### config.mk
export PLATFORM = sky130hd
export DESIGN_NAME = mem_port_arbiter
export DESIGN_NICKNAME = d
export VERILOG_FILES = /design/src/rtl/cpu_pkg.sv /design/src/rtl/arb_sat_counter.sv /design/src/rtl/mem_port_arbiter.sv
export SDC_FILE = /design/constraint.sdc
export NUM_CORES = 1
export LEC_CHECK = 0
export CORE_AREA = 2 2 108 110
export DETAILED_ROUTE_END_ITERATION = 7
export DIE_AREA = 0 0 110 112
export GPL_ROUTABILITY_DRIVEN = 0
export SETUP_SLACK_MARGIN = 0.1
export SKIP_LAST_GASP = 1
export SLEW_MARGIN = 20
export SYNTH_ARGS = -nofsm -noshare
export SYNTH_HDL_FRONTEND = slang
export SYNTH_SLANG_ARGS = --single-unit
### constraint.sdc
create_clock -name clk -period 2 [get_ports clk]
set_clock_uncertainty 0.15 [all_clocks]
set_input_delay 0.4 -clock clk [delete_from_list [all_inputs] [get_ports clk]]
set_output_delay 0.4 -clock clk [all_outputs]
set_load 0.02 [all_outputs]
### src/rtl/cpu_pkg.sv
// Shared types for the memory-port arbiter: FSM state, transaction owner,
// and a width helper for the saturating counters.
package cpu_pkg;

  typedef enum logic {ARB_IDLE, ARB_BUSY} arb_state_e;

  typedef enum logic [1:0] {OWN_NONE, OWN_IF, OWN_DM} arb_owner_e;

  // Bits needed to hold every value 0..maxVal (maxVal >= 1).
  function automatic int cntWidth(input int maxVal);
    return (maxVal < 2) ? 1 : $clog2(maxVal + 1);
  endfunction

endpackage

### src/rtl/arb_sat_counter.sv
// Saturating up-counter with synchronous clear (clear has priority over
// increment); at_max flags that the count sits at MAX.
module arb_sat_counter #(
  parameter int WIDTH = 3,
  parameter int MAX   = 4
) (
  input  logic             clk,
  input  logic             rst_n,
  input  logic             inc,
  input  logic             clr,
  output logic [WIDTH-1:0] cnt,
  output logic             at_max
);

  assign at_max = (cnt == WIDTH'(MAX));

  always_ff @(posedge clk or negedge rst_n) begin
    if (!rst_n) begin
      cnt <= '0;
    end else if (clr) begin
      cnt <= '0;
    end else if (inc && !at_max) begin
      cnt <= cnt + WIDTH'(1);
    end
  end

endmodule

### src/rtl/mem_port_arbiter.sv
// Arbitrates one single-port memory between the fetch stage (read-only) and
// the memory stage, one outstanding transaction at a time, with timeout.
module mem_port_arbiter
  import cpu_pkg::*;
#(
  parameter int ADDR_WIDTH  = 32,
  parameter int DAT_WIDTH   = 32,
  parameter int STARVE_MAX  = 4,
  parameter int TIMEOUT_CYC = 64
) (
  input  logic                  clk,
  input  logic                  rst_n,
  input  logic                  i_req,
  input  logic [ADDR_WIDTH-1:0] i_addr,
  output logic                  i_gnt,
  output logic                  i_rvalid,
  output logic [DAT_WIDTH-1:0]  i_rdata,
  output logic                  i_err,
  input  logic                  d_req,
  input  logic                  d_we,
  input  logic [3:0]            d_be,
  input  logic [ADDR_WIDTH-1:0] d_addr,
  input  logic [DAT_WIDTH-1:0]  d_wdata,
  output logic                  d_gnt,
  output logic                  d_rvalid,
  output logic [DAT_WIDTH-1:0]  d_rdata,
  output logic                  d_err,
  output logic                  mem_req,
  output logic                  mem_we,
  output logic [3:0]            mem_be,
  output logic [ADDR_WIDTH-1:0] mem_addr,
  output logic [DAT_WIDTH-1:0]  mem_wdata,
  input  logic                  mem_rvalid,
  input  logic [DAT_WIDTH-1:0]  mem_rdata
);

  localparam int STARVE_W = cntWidth(STARVE_MAX);
  localparam int TMO_W    = cntWidth(TIMEOUT_CYC - 1);

  arb_state_e r_state, w_nextState;
  arb_owner_e r_owner, w_nextOwner;
  logic       r_ownerWe, w_nextOwnerWe;
  logic       r_errPend, w_nextErrPend;

  logic w_canGrant, w_fetchWins, w_done, w_timeout;
  logic w_starveAtMax, w_tmoAtMax;
  logic [STARVE_W-1:0] w_starveCntUnused;
  logic [TMO_W-1:0]    w_tmoCntUnused;

  arb_sat_counter #(.WIDTH(STARVE_W), .MAX(STARVE_MAX)) u_starveCnt (
    .clk    (clk),
    .rst_n  (rst_n),
    .inc    (d_gnt && i_req),
    .clr    (i_gnt || !i_req),
    .cnt    (w_starveCntUnused),
    .at_max (w_starveAtMax)
  );

  // Counts BUSY cycles; reaching TIMEOUT_CYC-1 without a response times out.
  arb_sat_counter #(.WIDTH(TMO_W), .MAX(TIMEOUT_CYC - 1)) u_tmoCnt (
    .clk    (clk),
    .rst_n  (rst_n),
    .inc    (r_state == ARB_BUSY),
    .clr    (mem_req),
    .cnt    (w_tmoCntUnused),
    .at_max (w_tmoAtMax)
  );

  always_comb begin
    // Grants are gated by rst_n so that nothing leaks out during reset;
    // no grant is issued in the cycle the timeout error is reported.
    w_canGrant  = rst_n && !r_errPend && ((r_state == ARB_IDLE) || mem_rvalid);
    w_fetchWins = i_req && (!d_req || w_starveAtMax);
    i_gnt       = w_canGrant && w_fetchWins;
    d_gnt       = w_canGrant && d_req && !w_fetchWins;
    mem_req     = i_gnt || d_gnt;
    mem_we      = 1'b0;
    mem_be      = 4'h0;
    mem_addr    = '0;
    mem_wdata   = '0;
    if (d_gnt) begin
      mem_we    = d_we;
      mem_be    = d_be;
      mem_addr  = d_addr;
      mem_wdata = d_wdata;
    end else if (i_gnt) begin
      mem_be    = 4'hF;
      mem_addr  = i_addr;
    end

    w_done    = (r_state == ARB_BUSY) && mem_rvalid;
    w_timeout = (r_state == ARB_BUSY) && !mem_rvalid && w_tmoAtMax;

    i_rvalid = (w_done || r_errPend) && (r_owner == OWN_IF);
    i_err    = r_errPend && (r_owner == OWN_IF);
    i_rdata  = (w_done && (r_owner == OWN_IF)) ? mem_rdata : '0;
    d_rvalid = (w_done || r_errPend) && (r_owner == OWN_DM);
    d_err    = r_errPend && (r_owner == OWN_DM);
    d_rdata  = (w_done && (r_owner == OWN_DM) && !r_ownerWe) ? mem_rdata : '0;

    w_nextState   = r_state;
    w_nextOwner   = r_owner;
    w_nextOwnerWe = r_ownerWe;
    w_nextErrPend = 1'b0;
    if (mem_req) begin
      w_nextState   = ARB_BUSY;
      w_nextOwner   = d_gnt ? OWN_DM : OWN_IF;
      w_nextOwnerWe = d_gnt && d_we;
    end else if (w_done) begin
      w_nextState   = ARB_IDLE;
      w_nextOwner   = OWN_NONE;
      w_nextOwnerWe = 1'b0;
    end else if (w_timeout) begin
      w_nextState   = ARB_IDLE;
      w_nextErrPend = 1'b1;
    end else if (r_errPend) begin
      w_nextOwner   = OWN_NONE;
      w_nextOwnerWe = 1'b0;
    end
  end

  always_ff @(posedge clk or negedge rst_n) begin
    if (!rst_n) begin
      r_state   <= ARB_IDLE;
      r_owner   <= OWN_NONE;
      r_ownerWe <= 1'b0;
      r_errPend <= 1'b0;
    end else begin
      r_state   <= w_nextState;
      r_owner   <= w_nextOwner;
      r_ownerWe <= w_nextOwnerWe;
      r_errPend <= w_nextErrPend;
    end
  end

endmodule

Yosys cells after proc, flatten, opt, wreduce, memory -nomap -nowiden
Cells that the tools add are included.
{"block": "totals", "register_bits": 14, "output_inout_bits": 140}
{"block": "op_classes", "n_addsub": 2, "eq_ne": 5, "mux": 27, "bitwise_logic": 1, "n_reduce_logical": 38}
{"cell": "$mux 32", "count": 5}
{"cell": "$logic_and 1x1->1", "count": 20}
{"cell": "$mux 6", "count": 2}
{"cell": "$mux 1", "count": 11}
{"cell": "$mux 2", "count": 5}
{"cell": "$logic_not 1->1", "count": 8}
{"cell": "$mux 4", "count": 2}
{"cell": "$add 6x1->6 const B", "count": 1}
{"cell": "$eq 6x6->1 const B", "count": 1}
{"cell": "$mux 3", "count": 2}
{"cell": "$reduce_bool 3->1", "count": 2}
{"cell": "$logic_or 1x1->1", "count": 5}
{"cell": "$reduce_bool 2->1", "count": 2}
{"cell": "$add 3x1->3 const B", "count": 1}
{"cell": "$eq 3x3->1 const B", "count": 1}
{"cell": "$ne 3x3->1 const B", "count": 1}
{"cell": "$eq 2x1->1 const B", "count": 1}
{"cell": "$eq 2x2->1 const B", "count": 1}
{"cell": "$reduce_and 2->1", "count": 1}
{"cell": "$not 1->1", "count": 1}

Longest topological paths before layout
{"block": "logic_depth", "ltp_word": 9, "ltp_mapped": 7, "depth_no_buf": 5}

Cells and area by module
A second synthesis with hierarchy kept.
{"block": "hier_totals", "cells_unflattened": 291, "hier_area_um2": 2073.2}
{"module": "mem_port_arbiter", "instances": 1, "cells_per_inst": 234, "area_each_um2": 1500.2}
{"module": "arb_sat_counter at u_tmoCnt", "instances": 1, "cells_per_inst": 39, "area_each_um2": 380.4}
{"module": "arb_sat_counter at u_starveCnt", "instances": 1, "cells_per_inst": 18, "area_each_um2": 192.7}

Least setup slack after synthesis
No wires, ideal clock.
{"block": "synth_timing", "path_kind": "register to output", "from": "reg u_starveCnt.cnt[0]", "to": "out mem_addr[27]", "arrival_time_ps": 1641, "path_slack_ps": -191, "stages_incl_launch_ff": 7, "n_path_buf": 1, "cell_sequence": "dfrtp_1 -> inv_1 -> ha_1 -> nand2_1 -> a2111oi_4 -> buf_2 -> a22o_1"}
{"block": "synth_via", "elab_chain_cells": 6, "word_cells_on_any_way": 8}
{"item": "start, declared", "line": "arb_sat_counter.sv:11", "source": "output logic [WIDTH-1:0] cnt,"}
{"item": "start signal, assigned", "line": "arb_sat_counter.sv:23", "source": "cnt <= cnt + WIDTH'(1);"}
{"item": "$eq 3x3->1", "line": "arb_sat_counter.sv:15", "source": "assign at_max = (cnt == WIDTH'(MAX));"}
{"item": "$logic_or 1x1->1", "line": "mem_port_arbiter.sv:73", "source": "w_fetchWins = i_req && (!d_req || w_starveAtMax);"}
{"item": "$logic_and 1x1->1", "line": "mem_port_arbiter.sv:73"}
{"item": "$logic_and 1x1->1", "line": "mem_port_arbiter.sv:74", "source": "i_gnt = w_canGrant && w_fetchWins;"}
{"item": "named net i_gnt", "line": "mem_port_arbiter.sv:15", "source": "output logic i_gnt,"}
{"item": "$mux 32", "line": "mem_port_arbiter.sv:86", "source": "end else if (i_gnt) begin"}
{"item": "$mux 32", "line": "mem_port_arbiter.sv:81", "source": "if (d_gnt) begin"}
{"item": "end, declared", "line": "mem_port_arbiter.sv:31", "source": "output logic [ADDR_WIDTH-1:0] mem_addr,"}
The timed path passes the listed nets, and every way through them passes these cells.

Worst setup path in the final report
{"block": "layout_timing", "from": "reg u_starveCnt.cnt[0]", "to": "out mem_addr[2]"}
{"block": "layout_via", "elab_chain_cells": 6, "word_cells_on_any_way": 8}
{"item": "$eq 3x3->1 *", "line": "arb_sat_counter.sv:15"}
{"item": "$logic_or 1x1->1 *", "line": "mem_port_arbiter.sv:73"}
{"item": "$logic_and 1x1->1 *", "line": "mem_port_arbiter.sv:73"}
{"item": "$logic_and 1x1->1 / $logic_not 1->1 (equally long branches)", "line": "mem_port_arbiter.sv:74, mem_port_arbiter.sv:75"}
{"item": "$mux 32 / $logic_and 1x1->1 (equally long branches)", "line": "mem_port_arbiter.sv:86, mem_port_arbiter.sv:75"}
{"item": "$mux 32 *", "line": "mem_port_arbiter.sv:81"}
Mark *: on every way between the ends. The rest lies on a longest branch, timed or not.

==> out/results.ini <==
[cells_and_area]
utilization_pct=59.29
fin_nets=732
syn_to_final_growth_pct=249.3
fill_cells=950
antennaDiodeCount=0
drive_gt1_share_pct=63.22
final_cells=733

[detailed_routing]
drt-pass1-iter-count=5
routed_wl_mm=15.28
drt_iter0_drc=157
via_count=3277
drc=0
routed_via_density=4.471
wl_per_cell_um=20.85
detail-route-antenna-nets=0

[run_status]
violations=setup timing
status=complete, but fails checks

[clock_tree]
cts_buffer_depth=2
path_clk_slew_ns=0.05
cts_sinks=14
htree_levels=1
clk_latency_ns=0.24
root_buffer=clkbuf_16
cts_tree=built
ctsHoldBuffers=0
cts_made_buffers=3

[synthesis]
yosys_most_used_dff=dfrtp_1
yosysWarnings=0
synth_top_area_share_pct=32.65
synth-edff-count=0
yosys_register_bits=14
avgSynthCellArea_um2=8.003
yosys-top-cells-area=and2_1 (33%), dfrtp_1 (18%), a22o_1 (15%)
ys_types=40
syn_nets=378
synth.most_common_cell=and2_1
synthTopCellsByCount=and2_1 (99), a22o_1 (32), dfrtp_1 (14)
yosysSeqAreaShare_pct=18.47
yosysTopAreaCell=and2_1
synthesis.area_mm2=0.001897
synth_cells=237
async_reset_ff_share_pct=100.0

[floorplan]
die_y_um=112
core-area_mm2=0.01117
initial_utilization_pct=16.97
fp.dieW_um=110
rows=39
fp.dieArea_mm2=0.01232
num_io_pins=278

[placement]
dp_slack_ns=-1.111
port_buffers=277
hpwlAfterDp_mm=10.25
dp.cells=664

[grt]
overflow=0
grt_pass1_vias=3212
antenna_found_initial=0
grt_first_pass_wirelength_mm=19.76
grt.total_usage_pct=21.51
grt_max_degree=33

[timing]
tightest_slew_ns=0.5407
fin_crit_sh_pct=126.8
fin_ws_ns=-0.5360
period_minus_slack_ns=2.536
maxSlewViolCount=0
maxSlewHeadroom_pct=63.82
final_hold_viol_count=0
finalSetupTns_ns=-51.88
setup_viol=139
rsz0062_at_grt=true
max_clock_freq_ghz=0.3943

[job]
cap_viol_max_count=0

[power]
ir_drop_mv=0.4718
p_per_area_mw_per_mm2=324.6
p_leak_uw=0.003079

[critical_path]
cp-end-kind=primary output
crit_type=flip-flop to primary output
startpoint_type=flip-flop
crit_path_max_fanout=16
worstPathArrival_ns=1.99
cp.required_ns=1.45

[hold_path]
hold_path_class=input port to async pin

## layout make-up
class,instances,area [um^2],share of cell area (%)
well taps,143,178.9,2.701
multi-input cells,194,1917,28.93
flip-flops and latches,14,350.3,5.288
repair buffers,371,4061,61.30
clock buffers,4,88.84,1.341
inverters,7,28.78,0.4344
## cells by family (layout without fill, tap and decap cells)
logic type      after synthesis  in the layout  share of synthesized area (%)
compound gates               58             58                          26.32
buf+inv                      29            382                          8.245
simple gates                131            131                          43.93
fa+ha+maj                     3              3                          1.979
flops                        14             14                          18.47
mux                           2              2                          1.055
## power breakdown
| part | switching, uW | internal [uW] | leakage [uW] |
|---|---|---|---|
| sequential | 32.2 | 318 | 0.000187 |
| combinational | 550 | 832 | 0.00285 |
| clock | 116 | 303 | 0.0000442 |
| total | 698 | 1450 | 0.00308 |
## cell usage in the layout, fill, tap and decap left out, drive strengths merged, types with 3 or more instances in the layout
cell	count
clkdlybuf4s50	133
dfrtp	14
a31o	4
inv	7
buf	195
a22o	32
nor3b	4
nor2	3
and2	99
clkbuf	21
clkdlybuf4s15	22
a21oi	3
nand2	6
nor3	3
o31ai	5
ha	3
dlygate4sd2	3
## metal layers
metal | GRT usage, % | vias to the layer above | part of all wire, %
met5 | 0 | - | 0
met3 | 3.454 | 32 | 7.2
met4 | 3.460 | 0 | 2.3
li1 | - | 1560 | -
met2 | 37.55 | 140 | 49
met1 | 27.97 | 1545 | 41
## worst paths after layout
path	from	to	slack, ns	cells after the start
max in group asynchronous	rst_n	u_starveCnt.cnt[2]	1.34	2
hold reg to reg	u_tmoCnt.cnt[3]	u_tmoCnt.cnt[3]	0.39	1
min in group clk	u_tmoCnt.cnt[3]	u_tmoCnt.cnt[3]	0.39	1
setup / recovery	u_starveCnt.cnt[0]	mem_addr[2]	-0.54	9
setup reg to reg	u_starveCnt.cnt[0]	r_ownerWe	-0.06	10
hold / removal	rst_n	u_tmoCnt.cnt[3]	0.18	2
## repair_timing
item	in CTS	in global routing
setup buffers	35	14
gates resized for setup	660	167
pin swaps	20	24
cloned	14	6
setup endpoints to repair	146	143
## critical path, stage by stage, from the launching register on
cell and delay, ns:
dfrtp_1 0.35, inv_1 0.05, ha_2 0.20, buf_6 0.12, nand3_2 0.06, and4bb_4 0.36, buf_12 0.18, buf_4 0.13
a22o_1 0.13, buf_2 0.16
## metrics by stage
step / hold WS (ns) / power [uW] / cell area (um^2)
2_1_floorplan: -0.04559 / 813.1 / 2220
3_3_place_gp: 0.3812 / 1427 / 5290
3_5_place_dp: 0.3799 / 1435 / 5290
4_1_cts: 0.1897 / 2047 / 6242
5_1_grt: 0.2052 / 2239 / 6625
6_report: 0.1793 / 2151 / 6625
## registers in the layout, indices dropped and copies added (netlist names)
| name | cells |
|---|---|
| r_errPend | 1 |
| r_owner | 2 |
| r_ownerWe | 1 |
| r_state | 1 |
| u_starveCnt.cnt | 3 |
| u_tmoCnt.cnt | 6 |
(Power assumes the default switching activity.)
